### src/rtl/collision_sweep_ctrl.sv
`default_nettype none
// ============================================================================
// Module      : collision_sweep_ctrl
// Description : Frame-level collision sweep scheduler. Reads every lattice
//               cell in ascending address order and streams its densities
//               into the collision unit. Writes each collided result back to
//               the address it came from, then pulses frame completion.
// Revision    : 1.0 - initial release
// ============================================================================
module collision_sweep_ctrl #(
    parameter int GRID_W       = 64,
    parameter int GRID_H       = 48,
    parameter int READ_LATENCY = 2,
    parameter int MAX_INFLIGHT = 32,
    parameter int ADDR_W       = $clog2(GRID_W * GRID_H)
) (
    input  logic              clk_in,
    input  logic              rst_in,
    input  logic              start_in,
    output logic              busy_out,
    output logic              frame_done_out,
    output logic              error_out,
    output logic              rd_en_out,
    output logic [ADDR_W-1:0] rd_addr_out,
    input  logic [71:0]       rd_data_in,
    output logic [71:0]       coll_data_out,
    output logic              coll_valid_out,
    input  logic [71:0]       coll_result_in,
    input  logic              coll_done_in,
    output logic              wr_en_out,
    output logic [ADDR_W-1:0] wr_addr_out,
    output logic [71:0]       wr_data_out
);

    localparam int                NUM_CELLS    = GRID_W * GRID_H;
    localparam int                CNT_W        = $clog2(MAX_INFLIGHT) + 1;
    localparam int                PTR_W        = (MAX_INFLIGHT > 1) ? $clog2(MAX_INFLIGHT) : 1;
    localparam int                TAIL         = READ_LATENCY - 1;
    localparam logic [ADDR_W-1:0] LAST_ADDR    = ADDR_W'(NUM_CELLS - 1);
    localparam logic [CNT_W-1:0]  INFLIGHT_MAX = CNT_W'(MAX_INFLIGHT);

    typedef enum logic [1:0] {
        IDLE  = 2'd0,
        ISSUE = 2'd1,
        DRAIN = 2'd2,
        DONE  = 2'd3
    } state_t;

    state_t              state;
    state_t              state_nxt;
    logic                issue;
    logic [ADDR_W-1:0]   rd_ptr;
    logic [CNT_W-1:0]    inflight;
    logic [TAIL:0]       vld_pipe;
    logic [ADDR_W-1:0]   addr_pipe [READ_LATENCY];
    logic [ADDR_W-1:0]   fifo_mem  [MAX_INFLIGHT];
    logic [PTR_W-1:0]    fifo_wr_ptr;
    logic [PTR_W-1:0]    fifo_rd_ptr;
    logic [CNT_W-1:0]    fifo_cnt;
    logic                push;
    logic                push_ok;
    logic                pop_ok;
    logic                pop_err;
    logic                overflow;

    // The address that leaves the latency pipe alongside its data is queued
    // until the collision unit hands back the matching (in-order) result.
    assign push     = vld_pipe[TAIL];
    assign pop_ok   = coll_done_in && (fifo_cnt != '0);
    assign pop_err  = coll_done_in && (fifo_cnt == '0);
    assign overflow = push && (fifo_cnt == INFLIGHT_MAX) && !pop_ok;
    assign push_ok  = push && !overflow;

    assign rd_en_out   = issue;
    assign rd_addr_out = rd_ptr;

    // State register
    always_ff @(posedge clk_in or posedge rst_in) begin
        if (rst_in) state <= IDLE;
        else        state <= state_nxt;
    end

    // Next-state, read issue throttled by the in-flight limit, done pulse
    always_comb begin
        state_nxt      = state;
        issue          = 1'b0;
        frame_done_out = 1'b0;
        case (state)
            IDLE:  if (start_in) state_nxt = ISSUE;
            ISSUE: begin
                if (inflight < INFLIGHT_MAX) begin
                    issue = 1'b1;
                    if (rd_ptr == LAST_ADDR) state_nxt = DRAIN;
                end
            end
            DRAIN: if (inflight == '0) state_nxt = DONE;
            DONE: begin
                frame_done_out = 1'b1;
                state_nxt      = IDLE;
            end
            default: state_nxt = IDLE;
        endcase
    end

    // Busy flag and read pointer
    always_ff @(posedge clk_in or posedge rst_in) begin
        if (rst_in) begin
            busy_out <= 1'b0;
            rd_ptr   <= '0;
        end else begin
            if ((state == IDLE) && start_in) begin
                busy_out <= 1'b1;
                rd_ptr   <= '0;
            end else if (issue) begin
                rd_ptr <= rd_ptr + 1'b1;
            end
            if (state == DONE) busy_out <= 1'b0;
        end
    end

    // Cells read but not yet written back
    always_ff @(posedge clk_in or posedge rst_in) begin
        if (rst_in) begin
            inflight <= '0;
        end else begin
            case ({issue, wr_en_out})
                2'b10:   inflight <= inflight + 1'b1;
                2'b01:   if (inflight != '0) inflight <= inflight - 1'b1;
                default: inflight <= inflight;
            endcase
        end
    end

    // Match BRAM latency: read valid and its address travel together
    always_ff @(posedge clk_in or posedge rst_in) begin
        if (rst_in) begin
            vld_pipe <= '0;
            for (int i = 0; i < READ_LATENCY; i++) addr_pipe[i] <= '0;
        end else begin
            vld_pipe[0]  <= issue;
            addr_pipe[0] <= rd_ptr;
            for (int i = 1; i < READ_LATENCY; i++) begin
                vld_pipe[i]  <= vld_pipe[i-1];
                addr_pipe[i] <= addr_pipe[i-1];
            end
        end
    end

    // Forward returned densities to the collision unit; data holds when idle
    always_ff @(posedge clk_in or posedge rst_in) begin
        if (rst_in) begin
            coll_valid_out <= 1'b0;
            coll_data_out  <= '0;
        end else begin
            coll_valid_out <= vld_pipe[TAIL];
            if (vld_pipe[TAIL]) coll_data_out <= rd_data_in;
        end
    end

    // Address FIFO storage (no reset needed, occupancy is tracked separately)
    always_ff @(posedge clk_in) begin
        if (push_ok) fifo_mem[fifo_wr_ptr] <= addr_pipe[TAIL];
    end

    // Address FIFO pointers and occupancy
    always_ff @(posedge clk_in or posedge rst_in) begin
        if (rst_in) begin
            fifo_wr_ptr <= '0;
            fifo_rd_ptr <= '0;
            fifo_cnt    <= '0;
        end else begin
            if (push_ok) fifo_wr_ptr <= fifo_wr_ptr + 1'b1;
            if (pop_ok)  fifo_rd_ptr <= fifo_rd_ptr + 1'b1;
            case ({push_ok, pop_ok})
                2'b10:   fifo_cnt <= fifo_cnt + 1'b1;
                2'b01:   fifo_cnt <= fifo_cnt - 1'b1;
                default: fifo_cnt <= fifo_cnt;
            endcase
        end
    end

    // Write-back one cycle after each result, tagged with the queued address
    always_ff @(posedge clk_in or posedge rst_in) begin
        if (rst_in) begin
            wr_en_out   <= 1'b0;
            wr_addr_out <= '0;
            wr_data_out <= '0;
        end else begin
            wr_en_out <= pop_ok;
            if (pop_ok) begin
                wr_addr_out <= fifo_mem[fifo_rd_ptr];
                wr_data_out <= coll_result_in;
            end
        end
    end

    // Sticky error: orphan result or dropped address
    always_ff @(posedge clk_in or posedge rst_in) begin
        if (rst_in)                    error_out <= 1'b0;
        else if (pop_err || overflow)  error_out <= 1'b1;
    end

endmodule
`default_nettype wire

### config.mk
export PLATFORM = sky130hd
export DESIGN_NAME = collision_sweep_ctrl
export DESIGN_NICKNAME = d
export VERILOG_FILES = /design/src/rtl/collision_sweep_ctrl.sv
export SDC_FILE = /design/constraint.sdc
export NUM_CORES = 1
export LEC_CHECK = 0
export BUFFER_PORTS_ARGS = -buffer_cell sky130_fd_sc_hd__buf_2
export CORE_MARGIN = 3
export CORE_UTILIZATION = 59
export CTS_BUF_LIST = sky130_fd_sc_hd__clkbuf_16
export CTS_CLUSTER_DIAMETER = 200
export DETAILED_ROUTE_END_ITERATION = 8
export HOLD_SLACK_MARGIN = 0.06
export MAX_ROUTING_LAYER = met4
export PLACE_DENSITY = 0.82
export SYNTH_ARGS = -nofsm -noshare
export SYNTH_HDL_FRONTEND = slang
export SYNTH_SLANG_ARGS = --single-unit
### constraint.sdc
create_clock -name clk_in -period 18.57 [get_ports clk_in]
set_clock_uncertainty 0.15 [all_clocks]
set_input_delay 0.9285 -clock clk_in [delete_from_list [all_inputs] [get_ports clk_in]]
set_output_delay 0.9285 -clock clk_in [all_outputs]
set_load 0.02 [all_outputs]
Word level (Yosys, flattened, before mapping)
Memory sizes are Yosys's and may differ from the RTL's. A register that Yosys moved wholly into a read port is not among the register bits.
Index checks and enable logic that the tools add are counted.

storage, ports and cells
  register bits after elaboration = 210
  memory bits (writable) = 384
  bits of input ports = 148
  output and inout bits = 174
  logic and storage cells = 75
  memories kept = 1

memory list
  name      depth  bits a word  rd ports  clocked after Yosys merged registers in  write ports  RTL line  RTL
  fifo_mem  32     12           1         1                                        1            56        logic [ADDR_W-1:0] fifo_mem [MAX_INFLIGHT];

cells by class
  add/sub/neg operators = 7
  $lt $le $gt $ge = 1
  eq/ne operators = 14
  multiplexer cells = 17
  reduce and logical (&&, ||, !) cells = 20

operators with widths
  operator                 count
  $mux W12                 2
  $pmux W6 S2              2
  $add A12 B1 Y12 const B  1
  $add A6 B1 Y6 const B    2
  $eq A12 B12 Y1 const B   1
  $logic_not A6 Y1         2
  $reduce_bool A6 Y1       2
  $sub A6 B1 Y6 const B    2
  $add A5 B1 Y5 const B    2
  $ne A2 B2 Y1 const B     5
  $eq A2 B2 Y1 const B     4
  $mux W2                  4
  $pmux W2 S4              1
  $reduce_bool A2 Y1       4
  $mux W1                  7
  $eq A2 B1 Y1 const B     3
  $eq A6 B6 Y1 const B     1
  $logic_and A1 B1 Y1      6
  $lt A6 B6 Y1 const B     1
  $mux W6                  1
  $reduce_and A4 Y1        1
  $logic_not A1 Y1         2
  $logic_not A2 Y1         1
  $reduce_and A2 Y1        1
  $logic_or A1 B1 Y1       1

Depth between registers and ports, before layout
Gate-level depths: netlist of run 1.

  word-level depth = 8
  mapped depth = 11
  depth with buffers taken out = 11

Worst setup path before layout of run 1
Ideal clock, no wire load.

  kind = register -> register
  start = register fifo_cnt[0]
  end = register fifo_cnt[5]
  library setup time = 0.131 ns
  arrival = 2.995 ns
  data required time = 18.289 ns
  slack = 15.293 ns
  cell stages (with the launch flop) = 12
  buffers on the path = 1
  period minus slack after synthesis = 3.277 ns
  cells stage by stage = dfrtp_1 or4_1 or2_1 o21ai_4 clkbuf_1 nor2_1 ha_1 a211oi_1 o21bai_1 a21o_1 a31oi_1 o22ai_1

on the way
  word-level cells in the longest chain between the ends = 8
  elaborated cells between the ends (all ways) = 14
  those cells by class = add/sub: 2; eq/ne: 3; mux: 1; reduce/logical: 8

ends and longest elaborated chain
  element                                                   RTL line  RTL
  start: declaration                                        59        logic [CNT_W-1:0] fifo_cnt;
  start signal: assignment                                  175       2'b10: fifo_cnt <= fifo_cnt + 1'b1;
  start signal: assignment                                  176       2'b01: fifo_cnt <= fifo_cnt - 1'b1;
  start signal: assignment                                  177       default: fifo_cnt <= fifo_cnt;
  $reduce_bool A6 Y1                                        69        assign pop_ok = coll_done_in && (fifo_cnt != '0);
  $logic_and A1 B1 Y1                                       69
  $logic_not A1 Y1                                          71        assign overflow = push && (fifo_cnt == INFLIGHT_MAX) && !pop_ok;
  $logic_and A1 B1 Y1                                       71
  $logic_not A1 Y1                                          72        assign push_ok = push && !overflow;
  $logic_and A1 B1 Y1                                       72
  $eq A2 B1 Y1 / $eq A2 B2 Y1 (equally long branches)       174       case ({push_ok, pop_ok})
  $pmux W6 S2 / $reduce_bool A2 Y1 (equally long branches)  -

Parallel ways exist; a longest one is shown, timed or not.
A chain may end at the register's enable or synchronous reset.

Final worst setup path of run 1
Ends and elaborated chain as after synthesis.

==> results of run 1 <==
## state kept, by name (all words and copies together) (netlist names), 2 cells and up
signal and cells:
coll_data_out 72, fifo_wr_ptr 5, inflight 6, rd_addr_out 12
addr_pipe 24, fifo_mem 384, wr_addr_out 12, wr_data_out 72
fifo_cnt 6, vld_pipe 2, fifo_rd_ptr 5, state 2
## cell type report
cell class	count	area (µm²)
Multi-Input combinational cell	706	5830
Sequential cell	606	17100
Timing Repair Buffer	337	1730
Fill cell	2345	11500
Tap cell	518	648
Clock buffer	57	1430
Clock inverter	49	504
Inverter	16	67.6
## stage by stage
| stage | hold slack (ps) | setup slack, ps | power, mW | utilization [%] | cells |
|---|---|---|---|---|---|
| floorplan | 181 | 11410 | 2.54 | - | 1397 |
| global placement | 183 | 14840 | 2.86 | 65.3 | 2183 |
| finish | 199 | 14770 | 4.11 | 70.3 | 2289 |
| detailed placement | 186 | 14790 | 2.91 | 65.3 | 2183 |
| CTS | 199 | 14780 | 4.12 | 70.3 | 2289 |
| global route | 211 | 14510 | 4.27 | 70.3 | 2289 |
## metal layers
| layer | GRT usage, % | up-vias | share of wire [%] |
|---|---|---|---|
| met1 | 35.6 | 6942 | 37 |
| met5 | - | - | 0 |
| met2 | 44.2 | 840 | 51 |
| met4 | 9.83 | 0 | 3.8 |
| met3 | 4.66 | 152 | 8.6 |
| li1 | - | 5845 | - |
## placed cells by master (no fill, tap or decap), types with 5 or more instances in the layout
master,n
clkbuf_16,57
clkinvlp_4,11
a21oi_1,13
a221oi_1,11
buf_2,321
bufinv_16,9
o21ai_0,9
and3_1,12
mux2_2,99
dfrtp_1,219
buf_4,16
mux2i_1,6
o22ai_1,23
nand4_1,6
a21o_1,5
clkinv_2,8
edfxtp_1,384
inv_1,21
nor2_1,54
mux4_2,85
nor2b_1,5
xnor2_1,14
nand3b_1,5
nand2_1,262
a22oi_1,12
clkinv_1,9
xor2_1,11
ha_1,19
o41ai_1,11
nand3_1,10
## how the worst max path moves through the flow
stage | to | cells after the start | from
2_1_floorplan | addr_pipe[0] | 1 | rst_in
3_3_place_gp | fifo_cnt[5] | 10 | fifo_cnt[0]
4_1_cts | fifo_cnt[5] | 10 | fifo_cnt[0]
6_report | fifo_cnt[5] | 10 | fifo_cnt[0]
5_1_grt | fifo_cnt[5] | 10 | fifo_cnt[0]
3_5_place_dp | fifo_cnt[5] | 10 | fifo_cnt[0]
## critical path, delay by kind of cell (launching register included)
family,cells,cell delay (ps)
mux,1,170
fa+ha+maj,1,380
flops,1,440
simple gates,3,1200
compound gates,5,1360
## where the power goes
group,switching [mW],total [mW],internal [mW]
combinational,0.553,0.948,0.395
clock,0.508,1.19,0.686
sequential,0.247,1.97,1.72
## cells in the mapped netlist (all sizes together), types with 11 or more instances
cell / number / share of area, %
a21oi: 13 / 0.28
a221oi: 11 / 0.41
a22oi: 12 / 0.39
and3: 12 / 0.32
buf: 23 / 0.47
clkbuf: 46 / 0.74
dfrtp: 222 / 24
edfxtp: 384 / 50
ha: 19 / 1.0
inv: 16 / 0.26
mux2: 99 / 4.8
mux4: 85 / 8.2
nand2: 262 / 4.2
nor2: 54 / 0.87
o22ai: 23 / 0.62
o41ai: 11 / 0.41
xnor2: 14 / 0.53
xor2: 11 / 0.41
## kinds of logic (layout without fill, tap and decap cells)
logic type	count (synthesis)	in the layout	synth area share, %
DFF	606	606	73.5
and+or+nand+nor	374	374	6.67
muxes	191	191	13.4
AOI/OAI and AO/OA	95	95	2.89
buffers and inverters	85	459	1.47
xor gates and xnor gates	25	25	0.941
adders and majority gates	21	21	1.19
==> impl_metrics.tcl, run 1 <==
set metrics [dict create \
    slew_headroom_pct 14.8 \
    p_leak_nw 10.9 \
    netlist_area_um2 23300 \
    routed_wirelength_um 55500 \
    holdPathStages 0 \
    cts_tree "done" \
    ant_nets 0 \
    core-area_um2 38800 \
    dieArea_um2 41800 \
    synth_nets 1566 \
    min_path_type "reg -> reg" \
    cts.repair.resized 0 \
    grt_use_total_pct 27.3 \
    ys_types 48 \
    cp.required_ps 18900 \
    finalSetupTns_ps 0 \
    end_kind "register" \
    area_growth_pct 17.4 \
    drc 0 \
    cts_buffers 57 \
    htree_levels 2 \
    synth_area_per_cell_um2 16.6 \
    cts_sinks 606 \
    cp_cell_sequence "or4_1, or2_1, o21ai_4, nor2_1, ha_1, a211oi_1, o21bai_1, a21o_1, mux2i_1, o22ai_1" \
    port_buffers 321 \
    setup_viol 0 \
    r2r-start "fifo_cnt[0]" \
    synth-edff-count 384 \
    drtIter0Drc 1392 \
    wl_per_cell_um 24.3 \
    hold_viol 0 \
    start_util_pct 59.9 \
    post_dp_cell_area_um2 25400 \
    path_max_fanout 28 \
    max_stage_delay_ps 700 \
    die_w_um 205 \
    clk_pin_slew_ps 60 \
    viasPerCell 6.02 \
    insertion_delay_ps 620 \
    cp-start-kind "register" \
    period_needed_ps 3800 \
    synthCells 1397 \
    holdPathEnd "addr_pipe[0]" \
    grt_overflow 0 \
    synth_seq_area_share_pct 73.5 \
    finalMaxSlewViolations 0 \
    synthArstFlopShare_pct 36.6 \
    design_area_um2 27300 \
    vdd_drop_max_uv 87.7 \
    antenna_cells 0 \
    max_freq_mhz 263 \
    synth.yosys.warnings 0 \
    hp-start "addr_pipe[12]" \
    place_congestion 0.842 \
    ys_seq_elements 606 \
    tightestPinTransition_ps 1280 \
    drv_cap 0 \
    fin_crit_sh_pct 20.4 \
    clock_path_buffers 3 \
    grt_pass1_vias 14100 \
    root_buffer "clkbuf_16" \
    r2r-end "fifo_cnt[5]" \
    crit_type "reg -> reg" \
    firstDrtPassIters 6 \
    nets 1893 \
    worstPathArrival_ps 4130 \
    grt_pass1_wl_um 83500 \
    post-cts-setup-buffer-count 0 \
    ff2ff_path_depth 10 \
    die_y_um 205 \
    cpMaxStageDelayCell "o21ai_4" \
    rsz0062_at_grt "no" \
    hold_buffers 0 \
    r2r_setup_slack_ps 14770 \
    place_hpwl_um 32800 \
    num_io_pins 322 \
    rows 72 \
    drive_above_1_share_pct 35.1 \
    vias 13800 \
    antenna_found_initial 0 \
    grt_max_degree 149 \
    status "complete, no violations" \
    powerDensity_nw_per_um2 151 \
    synthFlopType "edfxtp_1" \
]
(Power assumes the default switching activity.)
==> run 2: changes to the inputs <==
--- a/config.mk
+++ b/config.mk
@@ -7,13 +7,13 @@
 export LEC_CHECK = 0
 export BUFFER_PORTS_ARGS = -buffer_cell sky130_fd_sc_hd__buf_2
 export CORE_MARGIN = 3
-export CORE_UTILIZATION = 59
+export CORE_UTILIZATION = 57
 export CTS_BUF_LIST = sky130_fd_sc_hd__clkbuf_16
 export CTS_CLUSTER_DIAMETER = 200
 export DETAILED_ROUTE_END_ITERATION = 8
 export HOLD_SLACK_MARGIN = 0.06
 export MAX_ROUTING_LAYER = met4
-export PLACE_DENSITY = 0.82
+export PLACE_DENSITY = 0.79
 export SYNTH_ARGS = -nofsm -noshare
 export SYNTH_HDL_FRONTEND = slang
 export SYNTH_SLANG_ARGS = --single-unit
==> constraint.sdc (replaced) <==
create_clock -name clk_in -period 3.7 [get_ports clk_in]
set_clock_uncertainty 0.15 [all_clocks]
set_input_delay 0.185 -clock clk_in [delete_from_list [all_inputs] [get_ports clk_in]]
set_output_delay 0.185 -clock clk_in [all_outputs]
set_load 0.02 [all_outputs]
==> run 2 against run 1 <==
Against the previous run:
- flip-flop and latch count stayed put
- power rose to 5.0 times the previous value
- non-clock buffer count rose by 154
- clock power rose to 4.8 times the previous value
- die area is 3.4% higher
- fmax up 20%
- core utilization rose by 1.7 points
- combinational power rose to 5.3 times the previous value
- via count grew 7.5%
- first-iteration DRC count rose by 21%
- cell count rose by 7.3%
- largest cell class unchanged
- largest power group unchanged
==> impl_metrics.tcl, run 2 (synthesized netlist as in run 1, its figures left out) <==
set metrics [dict create \
    rsz0062_at_grt "no" \
    powerDensity_nw_per_um2 718 \
    cp-start-kind "register" \
    drc 0 \
    min_path_type "in -> async" \
    cts_tree "done" \
    fin_cells 2456 \
    vias 14800 \
    grt_pass1_wl_um 94400 \
    slew_headroom_pct 13.7 \
    nets 2047 \
    tightestPinTransition_ps 1290 \
    grt_pass1_vias 15700 \
    insertion_delay_ps 610 \
    r2r-start "fifo_cnt[0]" \
    drive_above_1_share_pct 32.3 \
    area_growth_pct 23.9 \
    crit_end "wr_data_out[48]" \
    place_hpwl_um 33600 \
    cp.required_ps 4090 \
    finalSetupTns_ps 0 \
    grt_max_degree 85 \
    drv_cap 0 \
    ff2ff_path_depth 7 \
    clk_pin_slew_ps 70 \
    vdd_drop_max_uv 429 \
    postLayoutSetupSlackWorst_ps 530 \
    status "complete, no violations" \
    hold_viol 0 \
    htree_levels 2 \
    end_kind "register" \
    cts_sinks 606 \
    r2r_setup_slack_ps 530 \
    routed_wirelength_um 61800 \
    final_cell_mix "edfxtp_1, buf_2, nand2_1" \
    ant_nets 0 \
    port_buffers 321 \
    path_max_fanout 72 \
    worstPathArrival_ps 3560 \
    root_buffer "clkbuf_16" \
    p_leak_nw 11.5 \
    p_total_mw 20.7 \
    drtIter0Drc 1685 \
    core-area_um2 40000 \
    start_util_pct 58.1 \
    cts_buffers 57 \
    setup_viol 0 \
    numPlacedInstances 2197 \
    dieArea_um2 43300 \
    fin_crit_sh_pct 85.7 \
    antenna_found_initial 5 \
    dp_slack_ps 594 \
    largest_register_ffs 384 \
    r2r-end "wr_data_out[48]" \
    finalMaxSlewViolations 0 \
    period_needed_ps 3170 \
    grt_overflow 0 \
    firstDrtPassIters 7 \
    regMostFlops "fifo_mem" \
    reg.largest.list "fifo_mem: 384 flops, coll_data_out: 72 flops, wr_data_out: 72 flops" \
    startpoint "fifo_cnt[0]" \
    grt_use_total_pct 29.4 \
    max_freq_mhz 315 \
    die_y_um 208 \
    crit_type "reg -> reg" \
    viasPerCell 6.03 \
    place_congestion 0.879 \
    die_w_um 208 \
    final_common_cell "edfxtp_1" \
    rows 73 \
    wl_per_cell_um 25.2 \
    clock_path_buffers 3 \
    num_io_pins 322 \
]
[run 2: changes by cell type in the layout (fill, tap and decap cells not counted), moves of 2 or more]
cell / before / now
buf_4: 16 / 18
bufinv_16: 9 / 5
dlygate4sd3_1: 0 / 147
inv_1: 21 / 25
clkinvlp_4: 11 / 3
buf_12: 0 / 5
clkinv_4: 0 / 2
clkinv_1: 9 / 12
diode_2: 0 / 5
clkinv_2: 8 / 13
[run 2: layout make-up]
class                           count  area [µm²]
Clock buffer                       58        1450
Tap cell                          525         657
Inverter                           16        63.8
Clock inverter                     49         385
Timing Repair Buffer              491        3310
Multi-Input combinational cell    706        5830
Antenna cell                        5        12.5
Fill cell                        2271       11200
Sequential cell                   606       17100
[run 2: through the flow]
step                util [%]  area [µm²]  hold slack, ps
finish                  72.0       28800             140
global route            72.0       28800             155
CTS                     72.0       28800             111
detailed placement      63.7       25500             185
global placement        63.7       25500             184
floorplan                  -       23300             140
[run 2: report_power, final]
| part | switching, mW | internal (mW) |
|---|---|---|
| logic | 2.89 | 2.14 |
| registers | 1.21 | 8.65 |
| clock network | 2.57 | 3.21 |
[run 2: how the worst min path moves through the flow]
| stage | from | to | slack, ps | depth (start not counted) |
|---|---|---|---|---|
| after floorplan | coll_result_in[0] | wr_data_out[0] | 140 | 2 |
| after CTS | coll_result_in[64] | wr_data_out[64] | 110 | 4 |
| after detailed placement | addr_pipe[16] | addr_pipe[4] | 180 | 0 |
| final | rst_in | wr_data_out[2] | 140 | 4 |
| after global routing | coll_result_in[66] | wr_data_out[66] | 160 | 4 |
| after global placement | addr_pipe[12] | addr_pipe[0] | 180 | 0 |
[run 2: metal layers]
metal  track usage, %  wire [µm]  up-vias
met2             48.0      31300      956
met1             36.5      22200     7479
met3             5.44       5270      212
met5                -          0        -
li1                 -          -     6168
met4             12.8       3020        0
[run 2: worst max-delay path: stages, from the launching register on]
cell	delay, ps
dfrtp_1	450
or4_1	610
or2_1	320
o21ai_4	150
buf_4	360
buf_4	670
nand2_1	210
nand2_1	130
[run 2: timing repair]
action / in CTS / in global routing
hold buffers: 147 / 0
hold endpoints to repair: 382 / 0
buffers inserted: 0 / 0
gates resized for setup: 0 / 0
==> run 3: changes to the inputs <==
--- a/config.mk
+++ b/config.mk
@@ -7,13 +7,14 @@
 export LEC_CHECK = 0
 export BUFFER_PORTS_ARGS = -buffer_cell sky130_fd_sc_hd__buf_2
 export CORE_MARGIN = 3
-export CORE_UTILIZATION = 57
-export CTS_BUF_LIST = sky130_fd_sc_hd__clkbuf_16
+export CORE_UTILIZATION = 59
+export CTS_BUF_LIST = sky130_fd_sc_hd__clkbuf_8
 export CTS_CLUSTER_DIAMETER = 200
 export DETAILED_ROUTE_END_ITERATION = 8
 export HOLD_SLACK_MARGIN = 0.06
 export MAX_ROUTING_LAYER = met4
-export PLACE_DENSITY = 0.79
+export PLACE_DENSITY = 0.82
+export SETUP_SLACK_MARGIN = 0.5
 export SYNTH_ARGS = -nofsm -noshare
 export SYNTH_HDL_FRONTEND = slang
 export SYNTH_SLANG_ARGS = --single-unit
==> run 3 against run 2 <==
Against the previous run:
- fmax rose by 4.2%
- die area fell by 3.3%
- core utilization rose by 2.3 points
- power fell by 0.99%
- clock power fell by 4.0%
- global-route usage rose by 1.6 points
- flip-flop and latch count did not move
- first-iteration DRC count fell by 8.0%
- cell count rose by 2.6%
- highest routed layer unchanged
==> impl_metrics.tcl, run 3 (synthesized netlist as in run 1, its figures left out) <==
set metrics [dict create \
    grt_pass1_wl_um 94400 \
    cts_buffers 94 \
    crit_type "reg -> reg" \
    finalMaxSlewViolations 0 \
    final_cell_mix "edfxtp_1, buf_2, nand2_1" \
    ff2ff_path_depth 10 \
    die_w_um 205 \
    place_congestion 0.821 \
    drc 0 \
    routed_wirelength_um 61800 \
    worstPathArrival_ps 3400 \
    timing.hold.ws_ps 118 \
    drtIter0Drc 1550 \
    insertion_delay_ps 670 \
    end_kind "register" \
    cts_tree "done" \
    grt_pass1_vias 16000 \
    place_hpwl_um 33900 \
    ant_nets 0 \
    cp-start-kind "register" \
    antenna_found_initial 1 \
    finalSetupTns_ps 0 \
    grt_max_degree 82 \
    r2r_setup_slack_ps 660 \
    status "complete, no violations" \
    viasPerCell 5.97 \
    min_path_type "in -> reg" \
    nFillCells 2116 \
    vdd_drop_max_uv 522 \
    rsz0062_at_grt "no" \
    cts_sinks 606 \
    largest_register_ffs 384 \
    fin_crit_sh_pct 82.3 \
    drv_cap 0 \
    vias 15000 \
    port_buffers 321 \
    r2r-end "fifo_cnt[5]" \
    start_util_pct 59.9 \
    area_growth_pct 24.1 \
    rows 72 \
    firstDrtPassIters 6 \
    htree_levels 3 \
    r2r-start "fifo_cnt[0]" \
    root_buffer "clkbuf_8" \
    tightestPinTransition_ps 1260 \
    core-area_um2 38800 \
    path_max_fanout 5 \
    period_needed_ps 3040 \
    drive_above_1_share_pct 33.7 \
    holdPathStages 4 \
    holdPathEnd "wr_data_out[49]" \
    clock_path_buffers 3 \
    grt_overflow 0 \
    hp-start "coll_result_in[49]" \
    setup_viol 0 \
    clk_pin_slew_ps 60 \
    nets 2091 \
    grt_use_total_pct 31.0 \
    powerDensity_nw_per_um2 709 \
    hold_viol 0 \
    max_freq_mhz 329 \
    cp.required_ps 4060 \
    reg.largest.list "fifo_mem: 384 flops, coll_data_out: 72 flops, wr_data_out: 72 flops" \
    dieArea_um2 41800 \
    num_io_pins 322 \
    wl_per_cell_um 24.5 \
    final_common_cell "edfxtp_1" \
    p_leak_nw 11.7 \
    slew_headroom_pct 15.7 \
    regMostFlops "fifo_mem" \
    die_y_um 205 \
]
[run 3: area by class of cell]
type                       count  area, µm²  share of cell area, %
sequential                   606      17100                   59.2
timing repair buffer         498       3350                   11.6
inverter                      16       63.8                  0.221
antenna                        1       2.50                0.00867
multi-input combinational    706       5830                   20.2
clock buffer                 114       1570                   5.43
clock inverter                62        307                   1.06
tap                          518        648                   2.25
[run 3: critical path, cell delays in order, from the launching register on]
cell	delay (ps)
dfrtp_1	440
or4_4	580
or2_1	300
o21ai_4	150
nor2_1	120
ha_1	310
a211oi_1	240
o21bai_1	90
a21o_1	230
a31oi_1	200
o22ai_1	90
[run 3: repair_timing]
item / in CTS / in global routing
endpoints found under the setup margin: 0 / 6
hold endpoints to repair: 350 / 0
hold buffers: 148 / 0
resized for setup: 0 / 2
setup buffers: 0 / 1
[run 3: metal layers]
| layer | vias to the layer above | part of all wire (%) | track usage (%) |
|---|---|---|---|
| li1 | 6290 | - | - |
| met1 | 7547 | 36 | 38.7 |
| met2 | 978 | 51 | 49.0 |
| met3 | 224 | 8.7 | 6.66 |
| met4 | 0 | 5.1 | 15.1 |
| met5 | - | 0 | - |
[run 3: through the flow]
step,std cells,power [mW],area [µm²],util [%],setup WS (ps)
floorplan,1397,12.8,23300,-,469
finish,2521,20.5,28900,74.4,656
global placement,2195,14.4,25500,65.7,710
CTS,2519,20.2,28900,74.3,578
global route,2521,21.3,28900,74.4,506
detailed placement,2195,14.7,25500,65.7,638
[run 3: worst max path at each step]
| stage | from | end | slack [ps] | depth (start not counted) |
|---|---|---|---|---|
| floorplan | rst_in | addr_pipe[0] | 470 | 1 |
| global placement | fifo_cnt[0] | fifo_cnt[5] | 710 | 10 |
| detailed placement | fifo_cnt[0] | fifo_cnt[5] | 640 | 10 |
| CTS | fifo_cnt[0] | wr_addr_out[9] | 580 | 7 |
| global route | fifo_cnt[0] | fifo_cnt[5] | 510 | 10 |
| finish | fifo_cnt[0] | fifo_cnt[5] | 660 | 10 |
[run 3: where the power goes]
group / total [mW] / internal, mW / switching [mW] / leakage, nW
combinational: 5.17 / 2.17 / 3.00 / 4.48
sequential: 9.76 / 8.66 / 1.10 / 6.14
clock: 5.54 / 2.88 / 2.66 / 1.08
total: 20.5 / 13.7 / 6.77 / 11.7
